### config.mk
export PLATFORM = sky130hd
export DESIGN_NAME = stage_sequencer
export DESIGN_NICKNAME = d
export VERILOG_FILES = /design/src/rtl/stage_seq_pkg.sv /design/src/rtl/stage_skip_sel.sv /design/src/rtl/stage_sequencer.sv
export SDC_FILE = /design/constraint.sdc
export NUM_CORES = 1
export LEC_CHECK = 0
export BUFFER_PORTS_ARGS = -buffer_cell sky130_fd_sc_hd__buf_2
export CAP_MARGIN = 15
export CORE_ASPECT_RATIO = 0.5
export CORE_MARGIN = 4
export CORE_UTILIZATION = 49
export CTS_BUF_LIST = sky130_fd_sc_hd__clkbuf_16
export DETAILED_ROUTE_END_ITERATION = 7
export GPL_TIMING_DRIVEN = 0
export PLACE_DENSITY = 0.76
export SETUP_SLACK_MARGIN = 0.05
export SLEW_MARGIN = 30
export SYNTH_ARGS = -nofsm -noshare
export SYNTH_HDL_FRONTEND = slang
export SYNTH_HIERARCHICAL = 1
export SYNTH_SLANG_ARGS = --single-unit
### constraint.sdc
create_clock -name CLK -period 2.26 [get_ports CLK]
set_input_delay 0.452 -clock CLK [delete_from_list [all_inputs] [get_ports CLK]]
set_output_delay 0.452 -clock CLK [all_outputs]
set_load 0.01 [all_outputs]
### src/rtl/stage_seq_pkg.sv
// Shared types and helpers for the stage sequencer.
//   seq_state_t    : sequencer FSM state (IDLE, ACTIVE, HALT)
//   idx_to_onehot  : binary stage index -> one-hot stage enable (up to MAX_STAGES)
package stage_seq_pkg;

  typedef enum logic [1:0] {
    IDLE   = 2'd0,
    ACTIVE = 2'd1,
    HALT   = 2'd2
  } seq_state_t;

  localparam int MAX_STAGES = 32;
  localparam int MAX_IDX_W  = 5;

  function automatic logic [MAX_STAGES-1:0] idx_to_onehot(input logic [MAX_IDX_W-1:0] idx);
    logic [MAX_STAGES-1:0] oh;
    oh      = '0;
    oh[idx] = 1'b1;
    return oh;
  endfunction

endpackage

### src/rtl/stage_skip_sel.sv
// Combinational next-stage selector.
//   cur_idx  : index of the stage that is advancing
//   skip     : per-stage skip vector (bit 0 never consulted)
//   next_idx : lowest stage above cur_idx whose skip bit is clear (0 when wrapping)
//   wrap     : no such stage exists, so the instruction ends this cycle
module stage_skip_sel #(
  parameter int NUM_STAGES = 5,
  parameter int STAGE_W    = $clog2(NUM_STAGES)
) (
  input  logic [STAGE_W-1:0]    cur_idx,
  input  logic [NUM_STAGES-1:0] skip,
  output logic [STAGE_W-1:0]    next_idx,
  output logic                  wrap
);

  // Scan downwards so the last match written is the lowest eligible stage.
  always_comb begin
    next_idx = '0;
    wrap     = 1'b1;
    for (int j = NUM_STAGES - 1; j >= 1; j--) begin
      if ((j > int'(cur_idx)) && !skip[j]) begin
        next_idx = STAGE_W'(j);
        wrap     = 1'b0;
      end
    end
  end

endmodule

### src/rtl/stage_sequencer.sv
// Multi-cycle stage sequencer: walks one instruction through NUM_STAGES
// one-hot stage enables on the core clock, honouring per-stage stall and skip.
//   CLK, RST     : core clock, asynchronous active-high reset
//   run          : sequence instructions (sampled only at instruction end)
//   stall, skip  : per-stage hold / bypass requests (only the current or
//                  next-candidate stage bits matter)
//   stage_en     : one-hot current stage, registered, zero outside ACTIVE
//   stage_idx    : binary current stage, registered, zero outside ACTIVE
//   retire       : combinational pulse in the cycle the last stage advances
//   busy         : state is ACTIVE
//   timeout      : state is HALT (watchdog fired; only RST leaves it)
//   retired_cnt  : wrapping count of retire pulses
//   dbg_state    : current FSM state for observation
//
// Stall semantics: a stage advances on an edge where its stall bit is low;
// while held, the consecutive-hold counter increments and the watchdog fires
// on the edge that would bring it to STALL_LIMIT.
module stage_sequencer
  import stage_seq_pkg::*;
#(
  parameter int NUM_STAGES  = 5,
  parameter int STAGE_W     = $clog2(NUM_STAGES),
  parameter int STALL_LIMIT = 255,
  parameter int CNT_W       = 32
) (
  input  logic                  CLK,
  input  logic                  RST,
  input  logic                  run,
  input  logic [NUM_STAGES-1:0] stall,
  input  logic [NUM_STAGES-1:0] skip,
  output logic [NUM_STAGES-1:0] stage_en,
  output logic [STAGE_W-1:0]    stage_idx,
  output logic                  retire,
  output logic                  busy,
  output logic                  timeout,
  output logic [CNT_W-1:0]      retired_cnt,
  output seq_state_t            dbg_state
);

  // One spare bit so the counter can hold STALL_LIMIT and saturate above it.
  localparam int              SC_W     = $clog2(STALL_LIMIT + 1) + 1;
  localparam logic [SC_W-1:0] SC_LIMIT = SC_W'(STALL_LIMIT);

  seq_state_t         state_q, state_d;
  logic [STAGE_W-1:0] idx_q, idx_d;
  logic [SC_W-1:0]    stall_cnt_q, stall_cnt_d;
  logic [CNT_W-1:0]   cnt_q, cnt_d;

  logic [STAGE_W-1:0] next_idx;
  logic               wrap;
  logic               cur_stall;

  stage_skip_sel #(
    .NUM_STAGES (NUM_STAGES),
    .STAGE_W    (STAGE_W)
  ) u_skip_sel (
    .cur_idx  (idx_q),
    .skip     (skip),
    .next_idx (next_idx),
    .wrap     (wrap)
  );

  assign cur_stall = stall[idx_q];

  // State register
  always_ff @(posedge CLK or posedge RST) begin
    if (RST) begin
      state_q     <= IDLE;
      idx_q       <= '0;
      stall_cnt_q <= '0;
      cnt_q       <= '0;
    end else begin
      state_q     <= state_d;
      idx_q       <= idx_d;
      stall_cnt_q <= stall_cnt_d;
      cnt_q       <= cnt_d;
    end
  end

  // Next-state logic. idx is forced to 0 whenever the next state is not
  // ACTIVE so stage_idx reads 0 in IDLE/HALT without extra gating.
  always_comb begin
    state_d     = state_q;
    idx_d       = idx_q;
    stall_cnt_d = stall_cnt_q;
    cnt_d       = cnt_q;
    case (state_q)
      IDLE: begin
        idx_d = '0;
        if (run) state_d = ACTIVE;
      end
      ACTIVE: begin
        if (cur_stall) begin
          if ((STALL_LIMIT != 0) && (stall_cnt_q + SC_W'(1) == SC_LIMIT)) begin
            state_d     = HALT;
            idx_d       = '0;
            stall_cnt_d = '0;
          end else if (stall_cnt_q != '1) begin
            stall_cnt_d = stall_cnt_q + SC_W'(1);
          end
        end else begin
          stall_cnt_d = '0;
          if (wrap) begin
            cnt_d = cnt_q + CNT_W'(1);
            idx_d = '0;
            if (!run) state_d = IDLE;
          end else begin
            idx_d = next_idx;
          end
        end
      end
      HALT: begin
        idx_d       = '0;
        stall_cnt_d = '0;
      end
      default: begin
        state_d     = IDLE;
        idx_d       = '0;
        stall_cnt_d = '0;
      end
    endcase
  end

  // Output logic: everything except retire decodes flops only.
  always_comb begin
    busy      = (state_q == ACTIVE);
    timeout   = (state_q == HALT);
    retire    = busy && !cur_stall && wrap;
    stage_en  = busy ? NUM_STAGES'(idx_to_onehot(MAX_IDX_W'(idx_q))) : '0;
    stage_idx = idx_q;
  end

  assign retired_cnt = cnt_q;
  assign dbg_state   = state_q;

endmodule

==> results.json <==
{
  "vdd_ir_drop_max_v": 0.000543,
  "routed_wirelength_um": 6370,
  "place_congestion": 0.823,
  "tightestPinTransition_ns": 0.848,
  "cp.required_ns": 2.43,
  "fin_nets": 354,
  "synth_edf_count": 0,
  "portBuffers": 56,
  "area_growth_pct": 33.3,
  "p_leak_nw": 1.67,
  "antenna_found_initial": 0,
  "clockBufferDepth": 2,
  "final_cell_mix": "buf_2, dfrtp_1, xor2_1",
  "rows": 18,
  "antenna_cells": 0,
  "track_usage_pct": 18.5,
  "async_reset_ff_share_pct": 100,
  "globalRouteOverflowTotal": 0,
  "fp.dieW_um": 111,
  "setup-tns-final_ns": 0,
  "finalHoldWorstSlack_ns": 0.151,
  "hold_class": "primary input to async pin",
  "cts_buffers": 5,
  "post-route-util_pct": 68.7,
  "cts_hold_repair.buffers": 0,
  "synth.cell_area_mm2": 0.00258,
  "finalMaxSlewViolations": 0,
  "synth_cells": 256,
  "dp_hpwl_um": 4130,
  "post-route-period-util_pct": 96.7,
  "finClkSkew_ns": 0.00642,
  "hold_viol": 0,
  "pin_count": 58,
  "synth_top_cell_by_area": "dfrtp_1",
  "drc": 0,
  "ys_ff_latch": 46,
  "cts_tree": "yes",
  "power.total_mw": 3.05,
  "drtIter0Drc": 134,
  "path_class": "flop to flop",
  "root_buffer": "clkbuf_16",
  "die_h_um": 59.3,
  "critical_path.max_fanout": 4,
  "drive_gt1_share_pct": 38.2,
  "min_period_ns": 2.19,
  "outcome": "complete, no violations",
  "power_density_mw_per_mm2": 887,
  "setup_violations": 0,
  "clk_pin_slew_ns": 0.06,
  "start_util_pct": 51.5,
  "post_drt_via_cell_ratio": 5.52,
  "rsz0062_at_grt": "yes",
  "clock_latency_ns": 0.29,
  "synth_area_leaders": "dfrtp_1, xor2_1, xnor2_1, nand3_1, nor3_1",
  "dr.pass1.iters": 4,
  "startpoint_type": "flop",
  "core_mm2": 0.00500,
  "mostFrequentLayoutCell": "buf_2",
  "grt_start_max_net_pins": 30,
  "cp-end-kind": "flop",
  "place_ws_ns": -0.289,
  "syn_avg_cell_area_um2": 10.1,
  "maxCapViolations": 0,
  "grt_pass1_vias": 2111,
  "syn_nets": 273,
  "ant_nets": 0,
  "max_freq_mhz": 457,
  "grt_pass1_wl_um": 9830,
  "yosysUniqueCellTypes": 53,
  "htree_levels": 2,
  "yosysTopAreaCellShare_pct": 44.7,
  "relSlewSlack_pct": 43.2,
  "setup_slack_ns": 0.0739,
  "dieArea_mm2": 0.00655,
  "ys_seq_area_share_pct": 44.7,
  "cp_data_arrival_time_ns": 2.36,
  "vias": 2254,
  "ys.flop_type": "dfrtp_1",
  "wire_per_inst_um": 15.6,
  "cts.sinks": 46,
  "ys_warn_count": 6
}
cell usage after synthesis, types with 2 or more instances:
master and count:
inv_1 14, nand2_1 21, nor4_2 3, nor4b_1 3
nand3b_1 2, a211oi_1 2, dfrtp_1 46, ha_1 4
o22ai_1 2, and3_1 3, a2111oi_2 2, a22o_1 3
nand2_2 2, a31oi_1 3, nor3_1 18, mux2i_1 2
xor2_1 22, nor4_1 3, nor2_1 19, mux2_4 2
and4b_1 3, nand3_1 19, a21oi_1 3, nand2b_1 4
buf_2 5, xnor2_1 11, nor2b_1 3, nand4_1 7
logic make-up (layout without fill, tap and decap cells):
logic type	after synthesis	after routing	share of synthesized area, %
AOI/OAI and AO/OA	27	27	10.0
buffers and inverters	20	102	3.16
and+or+nand+nor	121	121	26.6
DFF	46	46	44.7
xor gates and xnor gates	33	33	11.2
adders and majority gates	4	4	1.94
muxes	5	5	2.38
what timing repair did:
action	CTS	global route
setup endpoints to repair	40	34
resized for setup	12	25
setup buffers	9	7
pin swaps	4	10
gates cloned	0	1
flip-flops by register name (all words and copies together), names as in the netlist:
| register | count |
|---|---|
| stage_idx | 3 |
| retired_cnt | 32 |
| dbg_state | 2 |
| stall_cnt_q | 9 |
worst paths after layout:
path                                                   from                     endpoint  slack [ns]  cells past startpoint
worst max register to register   stall_cnt_q[1]$_DFFE_PP0P_   stall_cnt_q[5]$_DFFE_PP0P_        0.07                      7
min in group CLK                                        run     dbg_state[0]$_DFFE_PP0P_        0.45                      3
max in group asynchronous                               RST  retired_cnt[20]$_DFFE_PP0P_        1.63                      3
worst min register to register  retired_cnt[31]$_DFFE_PP0P_  retired_cnt[31]$_DFFE_PP0P_        0.46                      1
worst min-delay path                                    RST  retired_cnt[26]$_DFFE_PP0P_        0.15                      2
worst max-delay path             stall_cnt_q[1]$_DFFE_PP0P_   stall_cnt_q[5]$_DFFE_PP0P_        0.07                      7
stage by stage:
step                area (um2)  std cells
finish                    3430        408
global route              3430        408
CTS                       3230        400
detailed placement        2970        383
global placement          2950        382
floorplan                 2580        256
per-layer routing:
| layer | vias up | part of all wire (%) | GRT usage [%] |
|---|---|---|---|
| met5 | - | 0 | 0 |
| met4 | 0 | 1.3 | 5.96 |
| met3 | 10 | 4.4 | 5.71 |
| met2 | 50 | 52 | 32.3 |
| met1 | 1118 | 42 | 22.5 |
| li1 | 1076 | - | - |
power by group:
part           total [mW]  internal [mW]  leakage (nW)  switching [mW]
Sequential           1.04          0.910         0.590           0.129
Combinational        1.29          0.565          1.00           0.724
Clock               0.721          0.406        0.0750           0.315
Total                3.05           1.88          1.67            1.17
critical path, stage by stage, from the launching register on:
cell and delay [ns]:
dfrtp_1 0.40, ha_4 0.16, nand4_1 0.11, nor2_2 0.17, ha_4 0.22, or4_4 0.56
a32o_1 0.27, a31o_1 0.18
final cells by class:
cell class	instances	area (um2)
sequential	46	1150
buffer	6	45.0
clock inverter	3	17.5
inverter	14	52.6
fill	347	1570
multi-input combinational	190	1510
timing repair buffer	74	445
tap	70	87.6
clock buffer	5	125
(Power assumes the default switching activity.)
